**config.mk**
```make
export PLATFORM = sky130hd
export DESIGN_NAME = flag_branch_unit
export DESIGN_NICKNAME = d
export VERILOG_FILES = /design/src/rtl/flag_branch_unit.sv
export SDC_FILE = /design/constraint.sdc
export NUM_CORES = 1
export LEC_CHECK = 0
export ABC_AREA = 1
export BUFFER_PORTS_ARGS = -buffer_cell sky130_fd_sc_hd__buf_2
export CORE_ASPECT_RATIO = 1.25
export CORE_MARGIN = 1
export CORE_UTILIZATION = 35
export CTS_CLUSTER_SIZE = 24
export DETAILED_ROUTE_END_ITERATION = 10
export GPL_ROUTABILITY_DRIVEN = 0
export PLACE_DENSITY_LB_ADDON = 0.15
export SETUP_SLACK_MARGIN = 0.15
export SLEW_MARGIN = 20
export SYNTH_ARGS = -nofsm -noshare
export SYNTH_HDL_FRONTEND = slang
export SYNTH_SLANG_ARGS = --single-unit
```
**constraint.sdc**
```tcl
create_clock -name clk -period 3.3 [get_ports clk]
set_input_delay 0.495 -clock clk [delete_from_list [all_inputs] [get_ports clk]]
set_output_delay 0.495 -clock clk [all_outputs]
set_load 0.1 [all_outputs]
```
**src/rtl/flag_branch_unit.sv**
```systemverilog
// Architectural [Z, V, N] flag register with a pending-write scoreboard and a
// conditional-branch resolver that stalls until flags are final, with ALU bypass.
module flag_branch_unit #(
  parameter int PC_WIDTH     = 16,
  parameter int OFFSET_WIDTH = 9
) (
  input  logic                    clk,
  input  logic                    rst,
  input  logic                    flag_op_issue,
  input  logic                    alu_done,
  input  logic [2:0]              alu_control,
  input  logic [2:0]              alu_flags,
  input  logic                    br_valid,
  input  logic [2:0]              br_cond,
  input  logic [PC_WIDTH-1:0]     br_pc,
  input  logic [OFFSET_WIDTH-1:0] br_offset,
  output logic                    br_ready,
  output logic                    br_resolved,
  output logic                    br_taken,
  output logic [PC_WIDTH-1:0]     br_target,
  output logic [2:0]              flags,
  output logic                    pend_err
);

  localparam logic [1:0] S_IDLE    = 2'd0;
  localparam logic [1:0] S_WAIT    = 2'd1;
  localparam logic [1:0] S_RESOLVE = 2'd2;

  logic [1:0]          state_q, state_d;
  logic [2:0]          flags_q, flags_d;
  logic [1:0]          pend_q, pend_d;
  logic                pend_err_q, pend_err_d;
  logic                br_taken_q, br_taken_d;
  logic [PC_WIDTH-1:0] br_target_q, br_target_d;

  logic       alu_sets_flags;
  logic [2:0] eff_flags;
  logic       cond_ok;
  logic       accept;

  function automatic logic eval_cond(input logic [2:0] cond, input logic [2:0] f);
    logic z, v, n;
    {z, v, n} = f;
    case (cond)
      3'b000:  return !z;
      3'b001:  return z;
      3'b010:  return !z && !n;
      3'b011:  return n;
      3'b100:  return z || !n;
      3'b101:  return z || n;
      3'b110:  return v;
      default: return 1'b1;
    endcase
  endfunction

  // Target wraps modulo 2^PC_WIDTH; the offset is sign-extended to PC width.
  function automatic logic [PC_WIDTH-1:0] calc_target(
    input logic [PC_WIDTH-1:0]     pc,
    input logic [OFFSET_WIDTH-1:0] off,
    input logic                    taken
  );
    logic signed [PC_WIDTH-1:0] off_ext;
    logic [PC_WIDTH-1:0]        add;
    off_ext = {{(PC_WIDTH-OFFSET_WIDTH){off[OFFSET_WIDTH-1]}}, off};
    add     = taken ? $unsigned(off_ext) : '0;
    return pc + PC_WIDTH'(1) + add;
  endfunction

  always_comb begin
    alu_sets_flags = alu_done && (alu_control <= 3'b100);
    eff_flags      = flags_q;
    if (alu_sets_flags) begin
      if (alu_control == 3'b010 || alu_control == 3'b011)
        eff_flags = {alu_flags[2], 2'b00};
      else
        eff_flags = alu_flags;
    end
    cond_ok = eval_cond(br_cond, eff_flags);
    // A flag_op_issue this cycle is younger than the branch, so it is ignored here.
    accept  = !rst && br_valid &&
              (br_cond == 3'b111 || pend_q == 2'd0 ||
               (pend_q == 2'd1 && alu_sets_flags));
  end

  always_comb begin
    flags_d     = eff_flags;
    pend_d      = pend_q;
    pend_err_d  = pend_err_q;
    br_taken_d  = br_taken_q;
    br_target_d = br_target_q;
    if (flag_op_issue && !alu_sets_flags) begin
      if (pend_q == 2'd3) pend_err_d = 1'b1;
      else                pend_d     = pend_q + 2'd1;
    end else if (!flag_op_issue && alu_sets_flags) begin
      if (pend_q == 2'd0) pend_err_d = 1'b1;
      else                pend_d     = pend_q - 2'd1;
    end
    if (accept) begin
      br_taken_d  = cond_ok;
      br_target_d = calc_target(br_pc, br_offset, cond_ok);
    end
  end

  // Every state shares the same exits: accept resolves, a held request waits.
  always_comb begin
    state_d = S_IDLE;
    case (state_q)
      S_IDLE, S_WAIT, S_RESOLVE: begin
        if (accept)        state_d = S_RESOLVE;
        else if (br_valid) state_d = S_WAIT;
        else               state_d = S_IDLE;
      end
      default: state_d = S_IDLE;
    endcase
  end

  always_ff @(posedge clk) begin
    if (rst) begin
      state_q     <= S_IDLE;
      flags_q     <= 3'b000;
      pend_q      <= 2'd0;
      pend_err_q  <= 1'b0;
      br_taken_q  <= 1'b0;
      br_target_q <= '0;
    end else begin
      state_q     <= state_d;
      flags_q     <= flags_d;
      pend_q      <= pend_d;
      pend_err_q  <= pend_err_d;
      br_taken_q  <= br_taken_d;
      br_target_q <= br_target_d;
    end
  end

  assign br_ready    = accept;
  assign br_resolved = (state_q == S_RESOLVE);
  assign br_taken    = br_taken_q;
  assign br_target   = br_target_q;
  assign flags       = flags_q;
  assign pend_err    = pend_err_q;

endmodule

```
==> flow_results.org <==
** Place
- During placement, the flow inserted port buffers numbering 61.
- The wire-length estimate of the detail-placed layout is 3680 µm.
- Pre-CTS setup slack :: 0.106 ns
- Counting tap cells, the placed design contains a total of 404 instances.

** Power and ir drop
- The design draws 1.18 mW.
- Peak VDD IR :: 0.181 mV
- For this design the ratio of total power to cell area is 472 nW/µm².
- Static leakage power :: 1.36 nW

** Global route
- Grt ovf :: 0
- The first global-routing pass estimated 7430 µm of wire.
- Entering global routing, the biggest net connects 22 pins.
- The number of antenna violations at the first check in global routing is 0.
- The number of global-route vias before repair is 1800.
- Total global-route track usage :: 16.4%

** Timing
- Rel. slew slack :: 66.6%
- PnR worst setup slack :: 0.334 ns
- Timing would allow up to 337 MHz.
- Counting I/O delays and the setup requirement, the final critical path takes 2.97 ns.
- Total count of max-transition violations in the final report :: 0
- Setup violations remaining at the end of the flow were counted as 0.
- Unrepaired setup endpoints after global routing :: true
- Worst-margin pin slew :: 0.504 ns
- On the final layout, the worst hold slack is 0.445 ns.
- The final-report hold violation count was 0.
- Setup total negative slack on the finished layout was measured at 0 ns.
- Final critical-path share of the clock period :: 89.9%
- Across the routed clock network, the largest skew measured is 0.00580 ns.

** Worst setup path
- The worst setup path is captured at a flip-flop.
- Sequence of cells on the critical path :: buf_2 > o21ai_4 > nand2_4 > nand2_4 > nand2_2 > nand2_2 > nand3_1 > nand3_2 > nand2_4 > buf_4 > nand2_4 > clkinvlp_4 > buf_6 > ha_1 > a21o_1 > a21oi_1 > o21ai_0 > a21oi_1 > xor2_1 > a21oi_1
- The worst setup path is of the input port to flip-flop kind.
- Startpoint types :: input port
- In this design, the stage delay of the slowest critical-path cell is 0.34 ns.
- The most numerous cell type found on the critical path is sky130_fd_sc_hd__nand2_4.
- Arrival time of data at the critical path endpoint :: 3.13 ns
- Along the worst path, the maximum fanout reaches 8.
- STA puts the critical path data required time at 3.46 ns.
- The slowest stage of the critical path is the sky130_fd_sc_hd__ha_1 cell.

** Synthesis
- The number of nets in the synthesized netlist is 337.
- After synthesis, flip-flops and latches occupy 26.0% of the total area.
- Summing every instance area after synthesis gives 1920 µm².
- Synthesis produced a netlist whose cell count is 277.
- Leading register cell type out of synthesis :: sky130_fd_sc_hd__dfxtp_1
- During synthesis, Yosys emitted a total of 0 warnings.
- Counting flops with an async set or reset pin after synthesis yields a share of 0%.
- Number of library cell types mapped by synthesis :: 35
- After synthesis, the mean cell area works out to 6.95 µm².
- #FFs+latches synth :: 25
- Number of flops mapped to enable cells by yosys :: 0

** Drt
- Post-detailed-route via-to-cell ratio :: 4.71
- In the routed design, unresolved DRC markers number 0.
- The routed layout has 1930 vias.
- For this block, the initial DRC count from the detailed router was 36.
- In this run the remaining antenna-violating nets after routing total 0.
- Summed over all layers, the routed wires come to 4580 µm.
- After detailed routing, the average wire length per cell comes to 11.2 µm.
- Before antenna repair, the detailed router went through 6 iterations.

** CTS
- TritonCTS built the clock tree.
- Clock Tree Buf Depth :: 2
- Worst skew pair latency :: 0.27 ns
- H-tree depth :: 1
- CTS saw 25 sinks.
- Clock-pin slew was measured on the worst setup and hold paths at 0.09 ns.
- Number of CTS-inserted buffers :: 3
- CTS placed an instance of sky130_fd_sc_hd__clkbuf_8 at the clock tree root.
- Count of hold-fix buffers inserted at cts :: 0

** Floorplanning
- Die X :: 68.3 µm
- Die height :: 84.9 µm
- During I/O placement, the number of pins put on the boundary was 62.
- For this configuration, the core starts out at a cell density of 37.1%.
- Core box area :: 5190 µm²
- FP Rows :: 29
- The floorplan step defined a die boundary enclosing 5800 µm².

** Cells and area
- Post-layout net count :: 409
- Area overhead of the layout relative to synthesis :: 30.1%
- For this run, the number of standard cells in the final layout without fillers is 410.
- Fraction of layout cells with a size suffix above 1 :: 31.6%
- Antenna Cells :: 0

** Min path
- Classification of the worst-slack hold path :: input port to flip-flop

** Run
- Max_cap viols :: 0

** Run status
- Result of the run :: finished clean
[logic make-up (layout without fill, tap and decap cells)]
kind of cell | count (synthesis) | after routing | share of synthesized area [%]
AND/OR/NAND/NOR | 106 | 106 | 25.3
AO/OA/AOI/OAI | 66 | 66 | 19.9
adder cells (fa/ha/maj) | 21 | 21 | 14.0
flip-flops | 25 | 25 | 26.0
XOR/XNOR | 9 | 9 | 4.10
buffers and inverters | 50 | 121 | 10.7
[layout make-up]
class,count,area [µm²]
clock inverters,1,7.51
multi-input cells,202,1310
fillers,555,2690
well taps,62,77.6
repair buffers,72,392
flip-flops and latches,25,500
clock buffers,3,41.3
inverters,45,178
[power by group]
group	internal [mW]	total [mW]	leakage [nW]	switching, mW
clock network	0.0857	0.188	0.0217	0.102
registers	0.338	0.357	0.206	0.0191
logic	0.182	0.638	1.13	0.456
[per-layer routing]
| layer | part of all wire, % | vias to the layer above | wire length, µm | global-route usage [%] |
|---|---|---|---|---|
| met4 | 1.5 | 0 | 71 | 6.25 |
| met5 | 0 | - | 0 | 0 |
| li1 | - | 1045 | - | - |
| met1 | 46 | 831 | 2090 | 20.8 |
| met2 | 49 | 49 | 2230 | 28.0 |
| met3 | 4.0 | 5 | 185 | 1.08 |
[metrics by stage]
step | util, % | area, µm²
2_1_floorplan | - | 1920
3_3_place_gp | 45.1 | 2340
3_5_place_dp | 45.1 | 2340
4_1_cts | 46.0 | 2390
5_1_grt | 48.3 | 2500
6_report | 48.3 | 2500
[state kept, by name, indices dropped and copies added (netlist names)]
signal	flops
br_taken	1
br_target	16
flags	3
pend_err	1
pend_q	2
state_q	2
[cell usage after synthesis, types with 3 or more instances]
| cell type | count | share of area, % |
|---|---|---|
| sky130_fd_sc_hd__o21ai_1 | 4 | 1.0 |
| sky130_fd_sc_hd__ha_1 | 20 | 13 |
| sky130_fd_sc_hd__nand2_2 | 4 | 1.3 |
| sky130_fd_sc_hd__nor2_1 | 19 | 3.7 |
| sky130_fd_sc_hd__nand2_1 | 52 | 10 |
| sky130_fd_sc_hd__xnor2_1 | 5 | 2.3 |
| sky130_fd_sc_hd__o21ai_0 | 18 | 4.7 |
| sky130_fd_sc_hd__nand2_4 | 4 | 2.3 |
| sky130_fd_sc_hd__xor2_1 | 4 | 1.8 |
| sky130_fd_sc_hd__nand3_1 | 21 | 5.5 |
| sky130_fd_sc_hd__dfxtp_1 | 25 | 26 |
| sky130_fd_sc_hd__a21oi_1 | 28 | 7.3 |
| sky130_fd_sc_hd__a31oi_1 | 3 | 0.98 |
| sky130_fd_sc_hd__inv_1 | 43 | 8.4 |
[placed cells by master, fill, tap and decap left out, drive strengths merged]
cell type	n
a21boi	2
a21o	2
a21oi	29
a31o	2
a31oi	3
buf	72
clkbuf	3
clkinv	1
clkinvlp	3
dfxtp	25
fa	1
ha	20
inv	42
nand2	60
nand3	23
nand4	1
nor2	19
nor3	1
nor3b	1
o2111ai	1
o21a	1
o21ai	24
o21bai	1
o311ai	1
or2	1
xnor2	5
xor2	4
[what timing repair did]
action	CTS	global route
buffers inserted	0	2
resized for setup	0	18
endpoints found under the setup margin	0	4
[critical path: cells and delay by family]
family	cells	cell delay [ns]
and+or+nand+nor	8	0.66
buffers and inverters	4	0.63
xor gates and xnor gates	1	0.16
AOI/OAI and AO/OA	6	0.85
adders and majority gates	1	0.34
[path summary, 6_finish.rpt]
path / startpoint / endpoint / slack (ns) / cells after the start
worst min-delay path: rst / pend_err$_SDFFE_PP0P_ / 0.44 / 2
worst min register to register: pend_err$_SDFFE_PP0P_ / pend_err$_SDFFE_PP0P_ / 0.45 / 2
worst max register to register: flags[0]$_SDFF_PP0_ / br_target[14]$_SDFFE_PP0P_ / 0.61 / 18
worst max-delay path: alu_control[0] / br_target[14]$_SDFFE_PP0P_ / 0.33 / 20
No activity file was read; power rests on OpenSTA's default activity.
